$ cat src/rtl/mem_ctrl_pkg.sv
// Shared constants for the byte-serial memory controller: data widths,
// access-width codes, FSM encoding and requester ownership.
package mem_ctrl_pkg;

  localparam int unsigned XLEN   = 32;
  localparam int unsigned BYTE_W = 8;

  typedef enum logic [1:0] {
    ST_IDLE  = 2'd0,
    ST_READ  = 2'd1,
    ST_WRITE = 2'd2,
    ST_DONE  = 2'd3
  } state_e;

  typedef enum logic [1:0] {
    WID_BYTE  = 2'd0,
    WID_HALF  = 2'd1,
    WID_WORD  = 2'd2,
    WID_WORD3 = 2'd3
  } width_e;

  typedef enum logic {
    OWN_MEM = 1'b0,
    OWN_IF  = 1'b1
  } owner_e;

  function automatic logic [2:0] nbytes(input width_e w);
    case (w)
      WID_BYTE: nbytes = 3'd1;
      WID_HALF: nbytes = 3'd2;
      default:  nbytes = 3'd4;
    endcase
  endfunction

endpackage

$ cat src/rtl/mem_ctrl_load_ext.sv
// Load result extension: byte/half zero- or sign-extended, word passed through.
module load_ext
  import mem_ctrl_pkg::*;
(
  input  logic [XLEN-1:0] data_i,
  input  width_e          width_i,
  input  logic            sext_i,
  output logic [XLEN-1:0] result_o
);

  always_comb begin
    case (width_i)
      WID_BYTE: result_o = {{24{sext_i & data_i[7]}}, data_i[7:0]};
      WID_HALF: result_o = {{16{sext_i & data_i[15]}}, data_i[15:0]};
      default:  result_o = data_i;
    endcase
  end

endmodule

$ cat src/rtl/mem_ctrl.sv
// Byte-serial memory controller arbitrating a MEM (load/store) port and an
// IF (instruction fetch) port onto an 8-bit RAM with one-cycle read latency.
module mem_ctrl
  import mem_ctrl_pkg::*;
(
  input  logic              clk,
  input  logic              rst,
  input  logic              rdy,
  input  logic              mem_req_i,
  input  logic              mem_we_i,
  input  logic [XLEN-1:0]   mem_addr_i,
  input  logic [XLEN-1:0]   mem_wdata_i,
  input  logic [1:0]        mem_width_i,
  input  logic              mem_sext_i,
  output logic              mem_done_o,
  output logic [XLEN-1:0]   mem_rdata_o,
  output logic              mem_busy_o,
  input  logic              if_req_i,
  input  logic [XLEN-1:0]   if_addr_i,
  output logic              if_done_o,
  output logic [XLEN-1:0]   if_inst_o,
  input  logic [BYTE_W-1:0] ram_din_i,
  output logic [BYTE_W-1:0] ram_dout_o,
  output logic [XLEN-1:0]   ram_a_o,
  output logic              ram_wr_o
);

  state_e          state_q, state_d;
  logic [2:0]      cnt_q, cnt_d;
  logic [XLEN-1:0] addr_q, addr_d;
  logic [XLEN-1:0] wdata_q, wdata_d;
  width_e          width_q, width_d;
  logic            sext_q, sext_d;
  owner_e          own_q, own_d;
  logic [XLEN-1:0] rbuf_q, rbuf_d;
  logic [XLEN-1:0] mem_rdata_q, mem_rdata_d;
  logic [XLEN-1:0] if_inst_q, if_inst_d;

  logic [XLEN-1:0] ld_word;
  logic [XLEN-1:0] ext_word;
  logic [2:0]      nb;
  logic [2:0]      a_off;
  logic [1:0]      byte_idx;

  load_ext u_load_ext (
    .data_i   (ld_word),
    .width_i  (width_q),
    .sext_i   (sext_q),
    .result_o (ext_word)
  );

  always_ff @(posedge clk or negedge rst) begin
    if (!rst) begin
      state_q     <= ST_IDLE;
      cnt_q       <= '0;
      addr_q      <= '0;
      wdata_q     <= '0;
      width_q     <= WID_BYTE;
      sext_q      <= 1'b0;
      own_q       <= OWN_MEM;
      rbuf_q      <= '0;
      mem_rdata_q <= '0;
      if_inst_q   <= '0;
    end else begin
      state_q     <= state_d;
      cnt_q       <= cnt_d;
      addr_q      <= addr_d;
      wdata_q     <= wdata_d;
      width_q     <= width_d;
      sext_q      <= sext_d;
      own_q       <= own_d;
      rbuf_q      <= rbuf_d;
      mem_rdata_q <= mem_rdata_d;
      if_inst_q   <= if_inst_d;
    end
  end

  always_comb begin
    state_d     = state_q;
    cnt_d       = cnt_q;
    addr_d      = addr_q;
    wdata_d     = wdata_q;
    width_d     = width_q;
    sext_d      = sext_q;
    own_d       = own_q;
    rbuf_d      = rbuf_q;
    mem_rdata_d = mem_rdata_q;
    if_inst_d   = if_inst_q;

    nb       = nbytes(width_q);
    byte_idx = cnt_q[1:0] - 2'd1;
    ld_word  = rbuf_q;
    if (state_q == ST_READ && cnt_q != 3'd0)
      ld_word[{byte_idx, 3'b000} +: 8] = ram_din_i;

    // While frozen mid-load, re-present the previous byte address so the RAM
    // keeps returning the byte still owed to the capture on resume.
    a_off = (state_q == ST_READ && !rdy && cnt_q != 3'd0) ? cnt_q - 3'd1 : cnt_q;

    ram_a_o    = '0;
    ram_dout_o = '0;
    ram_wr_o   = 1'b0;
    mem_done_o = 1'b0;
    if_done_o  = 1'b0;
    case (state_q)
      ST_READ:  ram_a_o = addr_q + {29'd0, a_off};
      ST_WRITE: begin
        ram_a_o    = addr_q + {29'd0, a_off};
        ram_dout_o = wdata_q[{cnt_q[1:0], 3'b000} +: 8];
        ram_wr_o   = rdy;
      end
      ST_DONE: begin
        mem_done_o = rdy && (own_q == OWN_MEM);
        if_done_o  = rdy && (own_q == OWN_IF);
      end
      default: ;
    endcase

    if (rdy) begin
      case (state_q)
        ST_IDLE: begin
          cnt_d  = '0;
          rbuf_d = '0;
          if (mem_req_i) begin
            addr_d  = mem_addr_i;
            wdata_d = mem_wdata_i;
            width_d = width_e'(mem_width_i);
            sext_d  = mem_sext_i;
            own_d   = OWN_MEM;
            state_d = mem_we_i ? ST_WRITE : ST_READ;
          end else if (if_req_i) begin
            addr_d  = if_addr_i;
            wdata_d = '0;
            width_d = WID_WORD;
            sext_d  = 1'b0;
            own_d   = OWN_IF;
            state_d = ST_READ;
          end
        end
        ST_READ: begin
          cnt_d  = cnt_q + 3'd1;
          rbuf_d = ld_word;
          if (cnt_q == nb) begin
            state_d = ST_DONE;
            cnt_d   = '0;
            if (own_q == OWN_MEM) mem_rdata_d = ext_word;
            else                  if_inst_d   = ext_word;
          end
        end
        ST_WRITE: begin
          cnt_d = cnt_q + 3'd1;
          if (cnt_q == nb - 3'd1) begin
            state_d = ST_DONE;
            cnt_d   = '0;
          end
        end
        default: state_d = ST_IDLE;
      endcase
    end
  end

  assign mem_busy_o  = (state_q != ST_IDLE);
  assign mem_rdata_o = mem_rdata_q;
  assign if_inst_o   = if_inst_q;

endmodule
$ cat config.mk
export PLATFORM = sky130hd
export DESIGN_NAME = mem_ctrl
export DESIGN_NICKNAME = d
export VERILOG_FILES = /design/src/rtl/mem_ctrl_pkg.sv /design/src/rtl/mem_ctrl_load_ext.sv /design/src/rtl/mem_ctrl.sv
export SDC_FILE = /design/constraint.sdc
export NUM_CORES = 1
export LEC_CHECK = 0
export CAP_MARGIN = 5
export CORE_MARGIN = 2
export CORE_UTILIZATION = 51
export CTS_BUF_LIST = sky130_fd_sc_hd__clkbuf_4 sky130_fd_sc_hd__clkbuf_8
export CTS_CLUSTER_SIZE = 10
export DETAILED_ROUTE_END_ITERATION = 10
export MAX_ROUTING_LAYER = met4
export PLACE_DENSITY = 0.82
export SLEW_MARGIN = 20
export SYNTH_ARGS = -nofsm -noshare
export SYNTH_HDL_FRONTEND = slang
export SYNTH_SLANG_ARGS = --single-unit
$ cat constraint.sdc
create_clock -name clk -period 5.6 [get_ports clk]
set_clock_uncertainty 0.05 [all_clocks]
set_input_delay 0.56 -clock clk [delete_from_list [all_inputs] [get_ports clk]]
set_output_delay 0.56 -clock clk [all_outputs]
set_load 0.05 [all_outputs]
### Word level (Yosys, flattened, before mapping)

Cells that the tools add are included.

| cells by class | value |
|---|---|
| add/sub/neg operators | 6 |
| $mul | 0 |
| divide/modulo/power cells | 0 |
| order comparisons | 0 |
| equality and inequality tests | 9 |
| shift operators | 3 |
| multiplexer cells | 30 |
| bitwise logic cells | 3 |
| reduce and logical (&&, ||, !) cells | 20 |

Operators by type and width:

| cell | count |
|---|---|
| two-way mux 32 bit | 6 |
| case mux 32 bit (2 select lines) | 2 |
| adder 32 x 3 -> 32 bit | 1 |
| bitwise mux 32 bit | 1 |
| variable shift 8 x 7 -> 32 bit (first input constant) | 1 |
| variable part select 32 x 6 -> 8 bit | 1 |
| variable part select 8 x 7 -> 32 bit | 1 |
| two-way mux 2 bit | 7 |
| AND reduction 4 bit | 3 |
| two-way mux 3 bit | 3 |
| case mux 3 bit (3 select lines) | 1 |
| two-way mux 8 bit | 1 |
| two-way mux 1 bit | 7 |
| negation 5 -> 7 bit | 1 |
| equality test 3 bit | 2 |
| case mux 2 bit (3 select lines) | 1 |
| case mux 3 bit (2 select lines) | 1 |
| nonzero test 2 bit | 3 |
| nonzero test 3 bit | 2 |
| subtractor 3 x 1 -> 3 bit (second input constant) | 2 |
| logical AND 1 bit | 5 |
| equality test 2 x 1 -> 1 bit (second input constant) | 2 |
| equality test 2 bit (second input constant) | 2 |
| zero test 2 bit | 2 |
| 11 further kinds | 13 |

| word-level totals | value |
|---|---|
| bits in registers | 169 |
| latch bits | 0 |
| RAM bits | 0 |
| bits in read-only memories | 0 |
| input port bits | 113 |
| output and inout port bits | 108 |
| word-level logic and storage cells | 81 |
| memories | 0 |

### Longest topological paths before layout

Gate-level depths: netlist (run 1).

| depth | value |
|---|---|
| word-level depth | 7 |
| depth in mapped cells | 15 |
| depth with buffers taken out | 12 |

### By module

Synthesis (run 1) repeated with hierarchy kept, for this count alone.

| unflattened totals | value |
|---|---|
| cells, all modules | 854 |
| area total of the unflattened synthesis | 8974.9 um2 |

By module, submodules not included:

| module | instances | cells each | area an instance (um2) | seq. area each (um2) |
|---|---|---|---|---|
| mem_ctrl | 1 | 788 | 8589.5 | 4229.1 |
| load_ext | 1 | 66 | 385.4 | 0.0 |

### Least setup slack after synthesis (run 1)

Ideal clock, no wire load.

| path | value |
|---|---|
| path kind | register to output |
| start | reg cnt_q[0] |
| end | out ram_a_o[30] |
| arrival time | 4.368 ns |
| required time | 4.990 ns |
| path slack | 0.622 ns |
| cell stages (with the launch flop) | 15 |
| buffers on the path | 3 |
| path through | dfrtp_1 > buf_2 > buf_2 > inv_1 > ha_1 > nor2b_1 > clkbuf_1 > nor3_1 > xnor2_1 > ha_1 > fa_1 > a21oi_1 > nor4_4 > nand2_1 > o31ai_1 |

| between the ends | value |
|---|---|
| word-level cells in the longest chain between the ends | 5 |
| elaborated cells on any way between the ends | 6 |
| classes of those cells | add/sub: 2; mux: 2; reduce/logical: 2 |

Ends and longest elaborated chain:

| item | line | text |
|---|---|---|
| start: declaration | mem_ctrl.sv:29 | `logic [2:0] cnt_q, cnt_d;` |
| start signal: assignment | mem_ctrl.sv:66 | `cnt_q <= cnt_d;` |
| parallel branches: the longest is 2 deep, another holds subtractor 3 x 1 -> 3 bit | n/a |  |
| two-way mux 3 bit (*) | mem_ctrl.sv:98 | `a_off = (state_q == ST_READ && !rdy && cnt_q != 3'd0) ? cnt_q - 3'd1 : cnt_q;` |
| adder 32 x 3 -> 32 bit (*) | mem_ctrl.sv:106, mem_ctrl.sv:108 |  |
| two-way mux 32 bit (*) | n/a |  |
| end: declaration | mem_ctrl.sv:24 | `output logic [XLEN-1:0] ram_a_o,` |

Mark *: on every way between the ends.

### Worst setup path after layout (run 1)

| path | value |
|---|---|
| start | reg cnt_q[0] |
| end | out ram_a_o[4] |

The elaborated chain is that of the path after synthesis.

==> results of run 1 <==
## cells in the mapped netlist (all sizes together), types with 2 or more instances
master   instances
a21o            11
buf             17
ha              13
a22o            65
and4             7
inv             11
and3            19
nor2b            5
nand3b           2
xor2             6
nor3b            3
a21boi           8
mux2i           36
dfrtp          169
o21ai           76
clkbuf          46
a21oi           20
and2            37
nor2            26
nand2b           6
o41ai            2
nand4           17
a31oi            9
xnor2           15
nand3           29
or4b             6
a2bb2oi         16
nand2           87
mux4             8
mux2            32
nor3             5
o211ai          11
o31ai            2
## layer usage
metal	vias to the layer above	routed length, microns	track usage (%)
met2	252	11200	43.3
met1	3516	9580	33.0
met5	-	0	-
li1	3397	-	-
met3	38	1410	5.91
met4	0	567	9.14
## critical path, stage by stage, from the launching register on
cell and delay, ns:
dfrtp_1 0.38, inv_1 0.14, ha_1 0.26, nor2b_1 0.60
nor3_1 0.20, xnor2_1 0.19, ha_1 0.24, fa_1 0.42
a21oi_1 0.39, nor2b_1 0.11, xnor2_1 0.14, nor2b_1 0.12
clkdlybuf4s50_1 0.83
## kinds of logic (layout without fill, tap and decap cells)
logic type	Yosys count	count (layout)	synth area share [%]
simple gates	253	253	15.7
compound gates	224	224	18.3
mux	76	76	10.2
flops	169	169	47.8
xor+xnor	21	21	2.08
fa+ha+maj	14	14	2.07
buf+inv	75	273	3.84
## state kept, by name, summed over array words and instances (netlist names)
signal	count
addr_q	32
cnt_q	3
if_inst_o	32
mem_rdata_o	32
own_q	1
rbuf_q	32
sext_q	1
state_q	2
wdata_q	32
width_q	2
## stage by stage
| step | total power, mW | setup slack (ns) |
|---|---|---|
| 5_1_grt | 5.52 | 0.180 |
| 4_1_cts | 5.26 | 0.509 |
| 3_5_place_dp | 4.38 | 0.859 |
| 6_report | 5.24 | 0.511 |
| 2_1_floorplan | 3.48 | 0.622 |
| 3_3_place_gp | 4.32 | 0.963 |
## area by class of cell
type | count | area (sq um)
Clock buffer | 21 | 277
Clock inverter | 10 | 120
Fill cell | 1353 | 5560
Inverter | 12 | 45.0
Multi-Input combinational cell | 588 | 4270
Sequential cell | 169 | 4230
Tap cell | 225 | 282
Timing Repair Buffer | 230 | 2330
## worst paths after layout
check	startpoint	end	cells past startpoint
worst max-delay path	cnt_q[0]$_DFFE_PN0P_	ram_a_o[4]	12
worst min register to register	if_inst_o[3]$_DFFE_PN0P_	if_inst_o[3]$_DFFE_PN0P_	2
worst max register to register	cnt_q[0]$_DFFE_PN0P_	mem_rdata_o[15]$_DFFE_PN0P_	7
min in group clk	if_inst_o[3]$_DFFE_PN0P_	if_inst_o[3]$_DFFE_PN0P_	2
max in group asynchronous	rst	rbuf_q[4]$_DFFE_PN0P_	2
worst min-delay path	rst	if_inst_o[3]$_DFFE_PN0P_	1
## power by group
part           switching (mW)  internal (mW)  total, mW
Sequential              0.261           1.51       1.77
Clock                   0.450          0.429      0.879
Combinational            1.59          0.997       2.59
## layout by cell type (no fill, tap or decap), types with 13 or more instances in the layout
cell type,count
clkdlybuf4s50_1,192
dfrtp_1,169
nand2_1,87
o21ai_0,71
a22o_1,65
mux2i_1,36
and2_1,33
mux2_2,32
nand3_1,29
buf_4,26
nor2_1,23
a21oi_1,20
and3_1,19
clkbuf_8,19
nand4_1,16
xnor2_1,15
ha_1,13
==> results_dict.tcl, run 1 <==
set metrics [dict create \
    cp.arrival_ns 4.48 \
    hold_violations 0 \
    synth_area_leader_cell "dfrtp_1" \
    status "completed" \
    fin_tns_setup_ns 0 \
    portBuffers 220 \
    synth_fp_nets 959 \
    first_iter_violations 431 \
    slew_viol_final 0 \
    dp.cells 1224 \
    grt_pass1_wl_mm 36.9 \
    drc_errors 0 \
    root_buffer "clkbuf_8" \
    die_area_sq_mm 0.0184 \
    core_area_sq_mm 0.0171 \
    max_cap_violations 0 \
    start_util_pct 51.6 \
    slew_headroom_pct 41.0 \
    crit_path_start_kind "flop" \
    power_density_mw_per_mm2 453 \
    yosys.area.top_type_share_pct 47.8 \
    synth-seq-cells 169 \
    drt_wl_total_mm 22.8 \
    clock.fmax_ghz 0.197 \
    rsz0062_at_grt "no" \
    io_pins 221 \
    cts_hold_buf 0 \
    setup_viol_count_final 0 \
    diodes 0 \
    endpoint_kind "output pin" \
    antenna_found_initial 0 \
    cts_max_level 4 \
    cts_buffer_depth 2 \
    critical_path_required_ns 4.99 \
    synth.distinct_cells 60 \
    grt_max_degree 94 \
    placed_cell_area_sq_mm 0.0112 \
    rows 48 \
    grt_pass1_vias 7163 \
    r2r_slack_ns 2.51 \
    post-route-util_pct 67.5 \
    grt_overflow_total 0 \
    synthCells 832 \
    async_flop_share_pct 100 \
    vias 7203 \
    yosysWarnings 0 \
    p_leak_nw 5.17 \
    post_cts_buffers 0 \
    stdcell_count 1255 \
    ctsResizeCount 0 \
    fin_area_sq_mm 0.0116 \
    tightest_slew_ns 0.882 \
    viasPerCell 5.74 \
    crit_fanout 12 \
    post-route-period-util_pct 90.9 \
    wire_per_inst_microns 18.2 \
    nets 1145 \
    hpwl_mm 16.4 \
    dr.pass1.iters 5 \
    antenna_left 0 \
    grtUsageTotal_pct 26.6 \
    syn_avg_cell_area_sq_um 10.6 \
    netlist_area_sq_mm 0.00884 \
    synthFlopType "dfrtp_1" \
    cts_sinks 169 \
    synthTopCellsByArea "dfrtp_1, a22o_1, mux2i_1, mux2_2, o21ai_0" \
    drive_gt1_share_pct 12.8 \
    fin_crit_ns 5.09 \
    path_clk_slew_ns 0.10 \
    hold_path_class "in2async" \
    die_w_microns 136 \
    hold_slack_ns 0.0699 \
    crit_type "reg2out" \
    cts-buffers-inserted 17 \
    area_growth_pct 30.7 \
    peakVddDrop_mv 0.314 \
    insertion_delay_ns 0.47 \
    cts_tree "yes" \
    synth_edf_count 0 \
    place_congestion 0.880 \
    die_y_microns 136 \
    seq_area_frac_synth_pct 47.8 \
]
(Power assumes the default switching activity.)
==> inputs of run 2 (changes only) <==
--- a/config.mk
+++ b/config.mk
@@ -5,7 +5,8 @@
 export SDC_FILE = /design/constraint.sdc
 export NUM_CORES = 1
 export LEC_CHECK = 0
-export CAP_MARGIN = 5
+export ABC_CLOCK_PERIOD_IN_PS = 5600
+export CAP_MARGIN = 25
 export CORE_MARGIN = 2
 export CORE_UTILIZATION = 51
 export CTS_BUF_LIST = sky130_fd_sc_hd__clkbuf_4 sky130_fd_sc_hd__clkbuf_8
==> results of run 2 <==
Final layout, timing and power as in run 1 (identical DEF).
